File: config.mk
export PLATFORM = sky130hd
export DESIGN_NAME = ripple_count_capture
export DESIGN_NICKNAME = d
export VERILOG_FILES = /design/src/rtl/ripple_count_capture_pkg.sv /design/src/rtl/ripple_count_capture_bus_sync_ff.sv /design/src/rtl/ripple_count_capture.sv
export SDC_FILE = /design/constraint.sdc
export NUM_CORES = 1
export LEC_CHECK = 0
export ABC_AREA = 1
export CORE_UTILIZATION = 51
export DETAILED_ROUTE_END_ITERATION = 7
export GPL_TIMING_DRIVEN = 0
export PLACE_DENSITY = 0.77
export SLEW_MARGIN = 20
export SYNTH_ARGS = -nofsm -noshare
export SYNTH_HDL_FRONTEND = slang
export SYNTH_SLANG_ARGS = --single-unit
File: constraint.sdc
create_clock -name clk -period 2.1 [get_ports clk]
set_input_delay 0.315 -clock clk [delete_from_list [all_inputs] [get_ports clk]]
set_output_delay 0.315 -clock clk [all_outputs]
set_load 0.01 [all_outputs]
File: src/rtl/ripple_count_capture_pkg.sv
// Shared types and step-flag arithmetic for the ripple counter capture block.
package ripple_count_capture_pkg;

  localparam int MAX_W = 32;

  typedef enum logic {IDLE, PEND} state_t;

  typedef struct packed {
    logic wrap;
    logic skip;
  } flags_t;

  // Step is taken modulo 2^w; a legal single step is +1 (up) or -1 (down).
  function automatic flags_t step_flags(input logic [MAX_W-1:0] nv,
                                        input logic [MAX_W-1:0] ov,
                                        input int               w,
                                        input logic             up);
    logic [MAX_W-1:0] mask;
    logic [MAX_W-1:0] delta;
    flags_t           f;
    mask   = (w >= MAX_W) ? '1 : ((MAX_W'(1) << w) - MAX_W'(1));
    delta  = (nv - ov) & mask;
    f.wrap = up ? (nv < ov) : (nv > ov);
    f.skip = up ? (delta != MAX_W'(1)) : (delta != mask);
    return f;
  endfunction

endpackage

File: src/rtl/ripple_count_capture_bus_sync_ff.sv
// Multi-stage flop chain synchroniser for a bus; each bit is synchronised independently.
module bus_sync_ff #(
  parameter int WIDTH       = 4,
  parameter int SYNC_STAGES = 2
) (
  input  logic             clk,
  input  logic             rst,
  input  logic [WIDTH-1:0] d,
  output logic [WIDTH-1:0] q
);

  logic [SYNC_STAGES-1:0][WIDTH-1:0] ff;

  always_ff @(posedge clk or negedge rst) begin
    if (!rst) begin
      ff <= '0;
    end else begin
      ff[0] <= d;
      for (int i = 1; i < SYNC_STAGES; i++) ff[i] <= ff[i-1];
    end
  end

  assign q = ff[SYNC_STAGES-1];

endmodule

File: src/rtl/ripple_count_capture.sv
// Captures settled values of an asynchronous ripple counter and reports each change
// as a valid/ready event tagged with wrap and step-skip flags.
module ripple_count_capture
  import ripple_count_capture_pkg::*;
#(
  parameter int WIDTH       = 4,
  parameter int SYNC_STAGES = 2,
  parameter int STABLE_CNT  = 2,
  parameter bit UP_MODE     = 1'b1
) (
  input  logic             clk,
  input  logic             rst,
  input  logic [WIDTH-1:0] cnt_in,
  input  logic             out_ready,
  output logic             out_valid,
  output logic [WIDTH-1:0] out_count,
  output logic             out_wrap,
  output logic             out_skip,
  output logic             out_ovf
);

  localparam int SW = $clog2(STABLE_CNT + 1);

  logic [WIDTH-1:0] sync_q, prev_q, settled;
  logic [SW-1:0]    stab_cnt, stab_nxt;
  logic             accept, evt, load, set_ovf;
  flags_t           flg;
  state_t           state, state_nxt;

  bus_sync_ff #(.WIDTH(WIDTH), .SYNC_STAGES(SYNC_STAGES)) u_sync (
    .clk (clk),
    .rst (rst),
    .d   (cnt_in),
    .q   (sync_q)
  );

  // Any movement of the synchronised bus restarts the stability window, so
  // incoherent mid-ripple samples never survive long enough to be accepted.
  always_comb begin
    stab_nxt = stab_cnt;
    if (sync_q != prev_q)                    stab_nxt = SW'(1);
    else if (stab_cnt != SW'(STABLE_CNT))    stab_nxt = stab_cnt + SW'(1);
  end

  assign accept = (stab_nxt == SW'(STABLE_CNT));
  assign evt    = accept && (sync_q != settled);
  assign flg    = step_flags(MAX_W'(sync_q), MAX_W'(settled), WIDTH, UP_MODE);

  always_ff @(posedge clk or negedge rst) begin
    if (!rst) begin
      prev_q   <= '0;
      stab_cnt <= '0;
      settled  <= '0;
    end else begin
      prev_q   <= sync_q;
      stab_cnt <= stab_nxt;
      if (evt) settled <= sync_q;
    end
  end

  always_ff @(posedge clk or negedge rst) begin
    if (!rst) state <= IDLE;
    else      state <= state_nxt;
  end

  // Settled tracking continues while an event is stalled, so a dropped
  // event only costs its report, never the reference for later flags.
  always_comb begin
    state_nxt = state;
    load      = 1'b0;
    set_ovf   = 1'b0;
    case (state)
      IDLE: if (evt) begin
        load      = 1'b1;
        state_nxt = PEND;
      end
      PEND: begin
        if (out_ready) begin
          if (evt) load = 1'b1;
          else     state_nxt = IDLE;
        end else if (evt) begin
          set_ovf = 1'b1;
        end
      end
      default: state_nxt = IDLE;
    endcase
  end

  always_ff @(posedge clk or negedge rst) begin
    if (!rst) begin
      out_count <= '0;
      out_wrap  <= 1'b0;
      out_skip  <= 1'b0;
      out_ovf   <= 1'b0;
    end else begin
      if (load) begin
        out_count <= sync_q;
        out_wrap  <= flg.wrap;
        out_skip  <= flg.skip;
      end
      if (set_ovf) out_ovf <= 1'b1;
    end
  end

  assign out_valid = (state == PEND);

endmodule

* Yosys cells after proc, flatten, opt, wreduce, memory -nomap -nowiden
Index checks and enable logic that the tools add are counted.
** Word-level totals
- Register bits after elaboration :: 26
- Bits in latches :: 0
- Bits in writable memories :: 0
- Bits in read-only memories :: 0
- Logic and storage cells :: 29
- Memories kept :: 0
** Operators by class
- Add/subtract/negate cells :: 2
- Multipliers :: 0
- Div/mod/pow operators :: 0
- $lt $le $gt $ge :: 1
- Equality and inequality tests :: 5
- Shift operators :: 0
- Multiplexer cells :: 9
- Bitwise logic cells :: 1
- Reductions and logical operators :: 1
** Operators by type and width (count)
- $ne A4 B4 Y1 :: 2
- $mux W1 :: 5
- $lt A4 B4 Y1 :: 1
- $mux W2 :: 2
- $ne A4 B1 Y1 const B :: 1
- $pmux W1 S2 :: 2
- $sub A4 B4 Y4 :: 1
- $add A2 B1 Y2 const B :: 1
- $eq A2 B2 Y1 const B :: 1
- $ne A2 B2 Y1 const B :: 1
- $logic_and A1 B1 Y1 :: 1
- $not A1 Y1 :: 1

* Logic depth before layout (Yosys ltp)
- Depth after elaboration :: 8
- Gate-level depth with buffers :: 11
- Depth with buffers taken out :: 11

* Modules after synthesis
Synthesis repeated with hierarchy kept, for this count alone.
** Unflattened totals
- Cells, all modules :: 133
- Area total of the unflattened synthesis :: 1186.1 sq um
** By module, submodules not included
- ripple_count_capture :: instances 1, cells each 121, area each 955.9 sq um
- bus_sync_ff :: instances 1, cells each 12, area each 230.2 sq um

* Least setup slack after synthesis
OpenSTA, ideal clock, no wires.
- Kind :: register -> register
- From :: register u_sync.ff, in the netlist u_sync.q[0]
- To :: register out_skip
- Library setup time :: 0.118 ns
- Data arrival time :: 1.515 ns
- Required time :: 1.982 ns
- Path slack :: 0.467 ns
- Stages on the path, launching flop included :: 11
- Buffers on the path :: 0
- Period minus slack after synthesis :: 1.633 ns
- Cells stage by stage :: dfrtp_1 inv_2 ha_1 inv_1 fa_1 nor2_1 nand2_1 nor2_1 nand3_1 nand3_1 nand2_1
** On the way
- Longest elaborated chain between the ends :: 7
- Elaborated cells on any way between the ends :: 10
** Ends and longest elaborated chain
- start, declared :: line ripple_count_capture_bus_sync_ff.sv:12 : logic [SYNC_STAGES-1:0][WIDTH-1:0] ff;
- $ne A4 B4 Y1 :: line ripple_count_capture.sv:41 : if (sync_q != prev_q) stab_nxt = SW'(1);
- $mux W2 :: line ripple_count_capture.sv:41
- $eq A2 B2 Y1 :: line ripple_count_capture.sv:45 : assign accept = (stab_nxt == SW'(STABLE_CNT));
- $logic_and A1 B1 Y1 :: line ripple_count_capture.sv:46 : assign evt = accept && (sync_q != settled);
- $mux W1 :: line ripple_count_capture.sv:73, ripple_count_capture.sv:79
- $mux W1 :: line ripple_count_capture.sv:78 : if (out_ready) begin
- $pmux W1 S2 :: line ripple_count_capture.sv:72 : case (state)
- end signal, assigned :: line ripple_count_capture.sv:99 : out_skip <= flg.skip;
- end, declared :: line ripple_count_capture.sv:18 : output logic out_skip,
Parallel ways exist; a longest one is shown, timed or not.
A chain may end at the register's enable or synchronous reset.

* Final worst setup path
Same ends and word-level chain as after synthesis.

==> results.ini <==
[synthesis]
synth_fp_nets=142
syn_area_um2=1160
yosysSeqAreaShare=0.563
synth_warnings=0
yosysUniqueCellTypes=20
ys_ff_latch=26
avgSynthCellArea_um2=8.96
syn_inst=129

[timing]
final_hold_viol_count=26
worst_pin_slew_ns=0.561
layout_worst_path_cycle_share=0.856
clock_skew_ns=0.00152
finalSetupViolCount=0
fin_setup_tns_ns=0
fmax_mhz=556
rsz0062_at_grt=no
timing.hold.ws_ns=-0.0324
period_minus_slack_ns=1.80
slew_viol_final=0
slew_headroom=0.626

[clocking]
cts_root_buffer=clkbuf_4
clk_pin_slew_ns=0.12
htree_num_levels=1
cts.sinks=26
holdBufCountCts=0
clock_latency_ns=0.32
ctsResizeCount=0
postCtsSetupBuffers=0
cts_made_buffers=3
clk_path_buf_depth=2
cts_tree=done

[grt]
grt_pass1_wl_mm=3.48
grt_max_degree=27
antenna_found_initial=0
track_usage=0.194
grt_pass1_vias=807
grt_overflow_total=0

[cells_and_area]
fin_cells=173
multi_input_area_um2=412
stdcell_area_um2=1350
final_nets=161
final_cell_mix=nand2_1, dfrtp_1, inv_1
final_util=0.660
drive_gt1_frac=0.0753
ff_latch_area_um2=651
syn_to_final_growth_pct=16.6
final_common_cell=nand2_1
n_fill_cell=173
antenna-diode-count=0

[run_status]
status=complete, but fails checks
violations=hold timing

[floorplan]
dieArea_um2=2460
core_area_um2=2040
io_pins=15
rows=16
die_x_um=49.6
start_util=0.566
die_y_um=49.6

[drt]
via_per_inst=4.96
drc_errors=0
drt_pass1_iterations=5
wl_mm=1.97
first_iter_violations=32
routed-via-count=858
wl_per_cell_um=11.4
ant_nets=0

[power_and_ir_drop]
p_per_area_nw_per_um2=992
finalPower_mw=1.34
p_leak_nw=0.706
vdd_drop_max_mv=0.654

[worst_setup_path]
critical_path_buf_inv_count=2
slowest_stage=dfrtp_1
required_ns=2.32
rrSetupSlack_ns=0.30
reg2reg_depth=10
start_kind=register
critPathMaxStageDelay_ns=0.47
cp-end-kind=register
crit_type=register to register
worstReg2RegEnd=out_skip
regToRegStartpoint=u_sync.q[0]
startpoint=u_sync.q[0]
worstPathMaxFanout=6
arrival_ns=2.02
crit_family=adder cells
path_cells=inv_2 > ha_1 > inv_1 > fa_1 > nor2_1 > nand2_1 > nor2_1 > nand3_1 > nand3_1 > nand2_1

[placement]
placement.io_buffers=14
dp_cells=170
routabilityCongestion=0.900
hpwl_mm=1.45
dpl-instance-area_um2=1330

[hold_path]
hp-class=input pin to asynchronous set/reset pin

[run]
drv_cap=0

[how the worst max path moves through the flow]
stage	end	cells after the start
2_1_floorplan	out_skip	10
3_3_place_gp	out_skip	10
3_5_place_dp	out_skip	10
4_1_cts	out_skip	10
5_1_grt	out_skip	10
6_report	out_skip	10
[power breakdown]
part	switching [mW]	internal [mW]	leakage [nW]	total (mW)
registers	0.0521	0.604	0.311	0.656
logic	0.248	0.230	0.381	0.478
clock network	0.135	0.0673	0.0138	0.202
total	0.435	0.902	0.706	1.34
[worst register-to-register path: stages, from the launching register on]
cell     delay (ns)
dfrtp_1        0.47
inv_2          0.07
ha_1           0.20
inv_1          0.08
fa_1           0.41
nor2_1         0.11
nand2_1        0.06
nor2_1         0.08
nand3_1        0.08
nand3_1        0.09
nand2_1        0.06
[layout make-up]
class | instances | area share
Buffer | 1 | 0.00836
Tap cell | 27 | 0.0251
Multi-Input combinational cell | 80 | 0.305
Clock buffer | 3 | 0.0167
Sequential cell | 26 | 0.483
Inverter | 22 | 0.0613
Timing Repair Buffer | 14 | 0.100
[kinds of logic after synthesis]
family,share of synthesized area
buffers and inverters,0.0812
AO/OA/AOI/OAI,0.0422
adder cells (fa/ha/maj),0.0714
flip-flops,0.563
AND/OR/NAND/NOR,0.242
[layer usage]
layer | GRT usage | wire (um)
met4 | 0.0952 | 42
met1 | 0.236 | 846
met2 | 0.320 | 1000
met5 | 0 | 0
met3 | 0.0463 | 82
[stage by stage]
step / hold WS (ns) / setup slack (ns)
finish: -0.0324 / 0.302
global route: 0.00192 / 0.158
CTS: 0.370 / 0.300
detailed placement: 0.341 / 0.328
global placement: 0.333 / 0.353
floorplan: 0.0194 / 0.467
[sequential cells by signal (all words and copies together) (netlist names)]
signal     cells
out_valid      1
stab_cnt       2
out_ovf        1
prev_q         4
u_sync.ff      4
u_sync.q       4
out_wrap       1
settled        4
out_skip       1
out_count      4
[synth_stat cells]
master    count  area share
ha_1          5       0.054
nand2_2       1      0.0054
inv_2         1      0.0032
nand2_1      46        0.15
buf_6         1      0.0097
nor2_2        1      0.0054
nor2_4        1      0.0097
fa_1          1       0.017
nand4_1       1      0.0054
nand3_2       1      0.0087
o21ai_1       1      0.0043
dfrtp_1      26        0.56
nand3_1       9       0.039
o21bai_1      1      0.0065
nor2_1        6       0.019
a21oi_1       1      0.0043
inv_1        21       0.068
a211oi_1      1      0.0065
o21ai_2       1      0.0076
o21ai_0       3       0.013
Note: power is estimated with default switching activity, not from simulation.
==> RTL change, RTL diff (config.mk and constraints unchanged) <==
Put one more register stage on the output `out_count`, cleared by the reset. The value now appears one clock later. The other outputs are not delayed to match.
--- a/src/rtl/ripple_count_capture.sv
+++ b/src/rtl/ripple_count_capture.sv
@@ -20,6 +20,8 @@
 );
 
   localparam int SW = $clog2(STABLE_CNT + 1);
+
+  logic [WIDTH-1:0] out_count_s0;
 
   logic [WIDTH-1:0] sync_q, prev_q, settled;
   logic [SW-1:0]    stab_cnt, stab_nxt;
@@ -88,13 +90,13 @@
 
   always_ff @(posedge clk or negedge rst) begin
     if (!rst) begin
-      out_count <= '0;
+      out_count_s0 <= '0;
       out_wrap  <= 1'b0;
       out_skip  <= 1'b0;
       out_ovf   <= 1'b0;
     end else begin
       if (load) begin
-        out_count <= sync_q;
+        out_count_s0 <= sync_q;
         out_wrap  <= flg.wrap;
         out_skip  <= flg.skip;
       end
@@ -104,5 +106,13 @@
 
   assign out_valid = (state == PEND);
 
+  always_ff @(posedge clk or negedge rst) begin
+    if (!rst) begin
+      out_count <= '0;
+    end else begin
+      out_count <= out_count_s0;
+    end
+  end
+
 endmodule
 
Formal check against the unedited RTL: not equivalent (Yosys sat finds a counterexample within 10 cycles, from zero or initial values and one cycle with rst low).
==> RTL change against the original RTL <==
  * The flow still finishes with violations (negative hold slack)
  * Sequential cell count grew 4
  * Cell area rose by 11%
  * Clock power is 77% higher
  * Power rose by 21%
  * Routed wire length increased by 7.1%
  * Area after synthesis increased by 8.8%
  * Maximum frequency fell by 0.51%
  * Setup slack worse by 0.0093 ns
  * Largest cell class unchanged
  * Largest power group unchanged
==> RTL change: results (changes against the original RTL) <==
[final_layout]
drive_gt1_share_pct=10.3  ; was 7.53%
fillCellCount=176  ; was 173
diodes=0  ; unchanged
final_nets=167  ; was 161

[synthesis]
yosys-top-cells-area=dfrtp_1, nand2_1, inv_1  ; unchanged
synthArstFlopShare_pct=100  ; unchanged
syn_inst=133  ; was 129
ys_warn_count=0  ; unchanged
yosys.cell_types.count=20  ; unchanged
synth_ff_type=dfrtp_1  ; unchanged
synth_commonest_cells=nand2_1, dfrtp_1, inv_1  ; unchanged
syn-num-nets=146  ; was 142
ys_seq_area_share_pct=59.7  ; was 56.3%

[grt]
grt_pass1_wl_um=3650  ; was 3480 um
antenna_found_initial=0  ; unchanged
grt_usage_pct=20.2  ; was 19.4%
grt_pass1_vias=880  ; was 807
grt_max_degree=31  ; was 27

[detailed_routing]
wl_um=2110  ; was 1970 um
first_iter_violations=16  ; was 32
drtPass1Iterations=4  ; was 5
dr_total_vias=920  ; was 858
via_per_inst=5.03  ; was 4.96

[power_and_ir_drop]
max-vdd-ir-drop_uv=769  ; was 654 uV
power_leakage_nw=0.773  ; was 0.706 nW

[worst_setup_path]
arrival_ns=2.05  ; was 2.02 ns
cp_max_fo=6  ; unchanged
cp-startpoint=u_sync.q[0]  ; unchanged

[timing]
holdWs_ns=-0.0160  ; was -0.0324 ns
finalHoldViolCount=30  ; was 26
maxSlewHeadroom_pct=58.2  ; was 62.6%
clock_skew_ns=0.00949  ; was 0.00152 ns

[cts]
post-cts-setup-buffers=0  ; unchanged
clk_path_buf_depth=2  ; unchanged
cts_root_buf=clkbuf_4  ; unchanged
path_clk_slew_ns=0.09  ; was 0.12 ns
cts_buffers=5  ; was 3
clk_latency_ns=0.34  ; was 0.32 ns
ctsResizeCount=0  ; unchanged
htree_levels=2  ; was 1

[placement]
place_congestion=0.758  ; was 0.900
dp_cells=175  ; was 170
place.port_buffers=14  ; unchanged
dp_hpwl_um=1570  ; was 1450 um

[run_status]
violations=negative hold slack  ; unchanged
outcome=finished with violations  ; unchanged

[min_path]
worstHoldPathType=in2async  ; unchanged

[RTL change: kinds of logic after synthesis]
group	Yosys count	synth area share (%)
DFF	30	59.7
and+or+nand+nor	65	22.0
buffers and inverters	23	7.46
AOI/OAI and AO/OA	9	4.28
adders and majority gates	6	6.57
[RTL change: path summary, 6_finish.rpt]
path	slack (ns)	cells after the start	end
max	0.29	10	out_skip
min	-0.02	1	prev_q[0]
max reg2reg	0.29	10	out_skip
min reg2reg	0.36	0	u_sync.q[0]
max in group asynchronous	1.70	1	out_count_s0[2]
min in group clk	0.36	0	u_sync.q[0]
[RTL change: final cells by class]
cell class	count	area (um2)	area share, %
buffer	1	11.3	0.755
clock buffer	6	51.3	3.44
clock inverter	2	12.5	0.839
inverter	22	82.6	5.54
multi-input combinational	80	413	27.7
sequential	30	751	50.3
tap	28	35.0	2.35
timing repair buffer	14	135	9.06
[RTL change: power by group]
part           switching [mW]  internal (mW)  leakage, nW
registers              0.0612          0.716        0.359
logic                   0.253          0.230        0.380
clock network           0.198          0.161       0.0343
[RTL change: metrics by stage]
stage               instance area [um2]  util, %  setup slack (ns)  hold WS [ns]  total power, mW
floorplan                          1260        -             0.467        0.0194             1.06
global placement                   1430     62.9             0.254         0.332             1.24
detailed placement                 1430     62.7             0.290         0.337             1.28
CTS                                1490     65.5             0.266      0.000384             1.63
global route                       1490     65.5             0.133       0.00820             1.74
finish                             1490     65.5             0.292       -0.0160             1.62
[RTL change: worst max-delay path, cell delays in order, from the launching register on]
cell     delay (ns)
dfrtp_1        0.44
inv_2          0.06
ha_1           0.20
inv_1          0.08
fa_1           0.40
nor2_1         0.13
nand2_1        0.06
nor2_1         0.09
nand3_1        0.10
nand3_1        0.09
nand2_1        0.05
[RTL change: layer usage]
layer,vias up,global-route usage (%),share of wire [%]
li1,450,-,-
met1,431,22.7,42
met2,34,32.9,49
met3,5,9.65,7.2
met4,0,8.11,1.9
met5,-,0,0
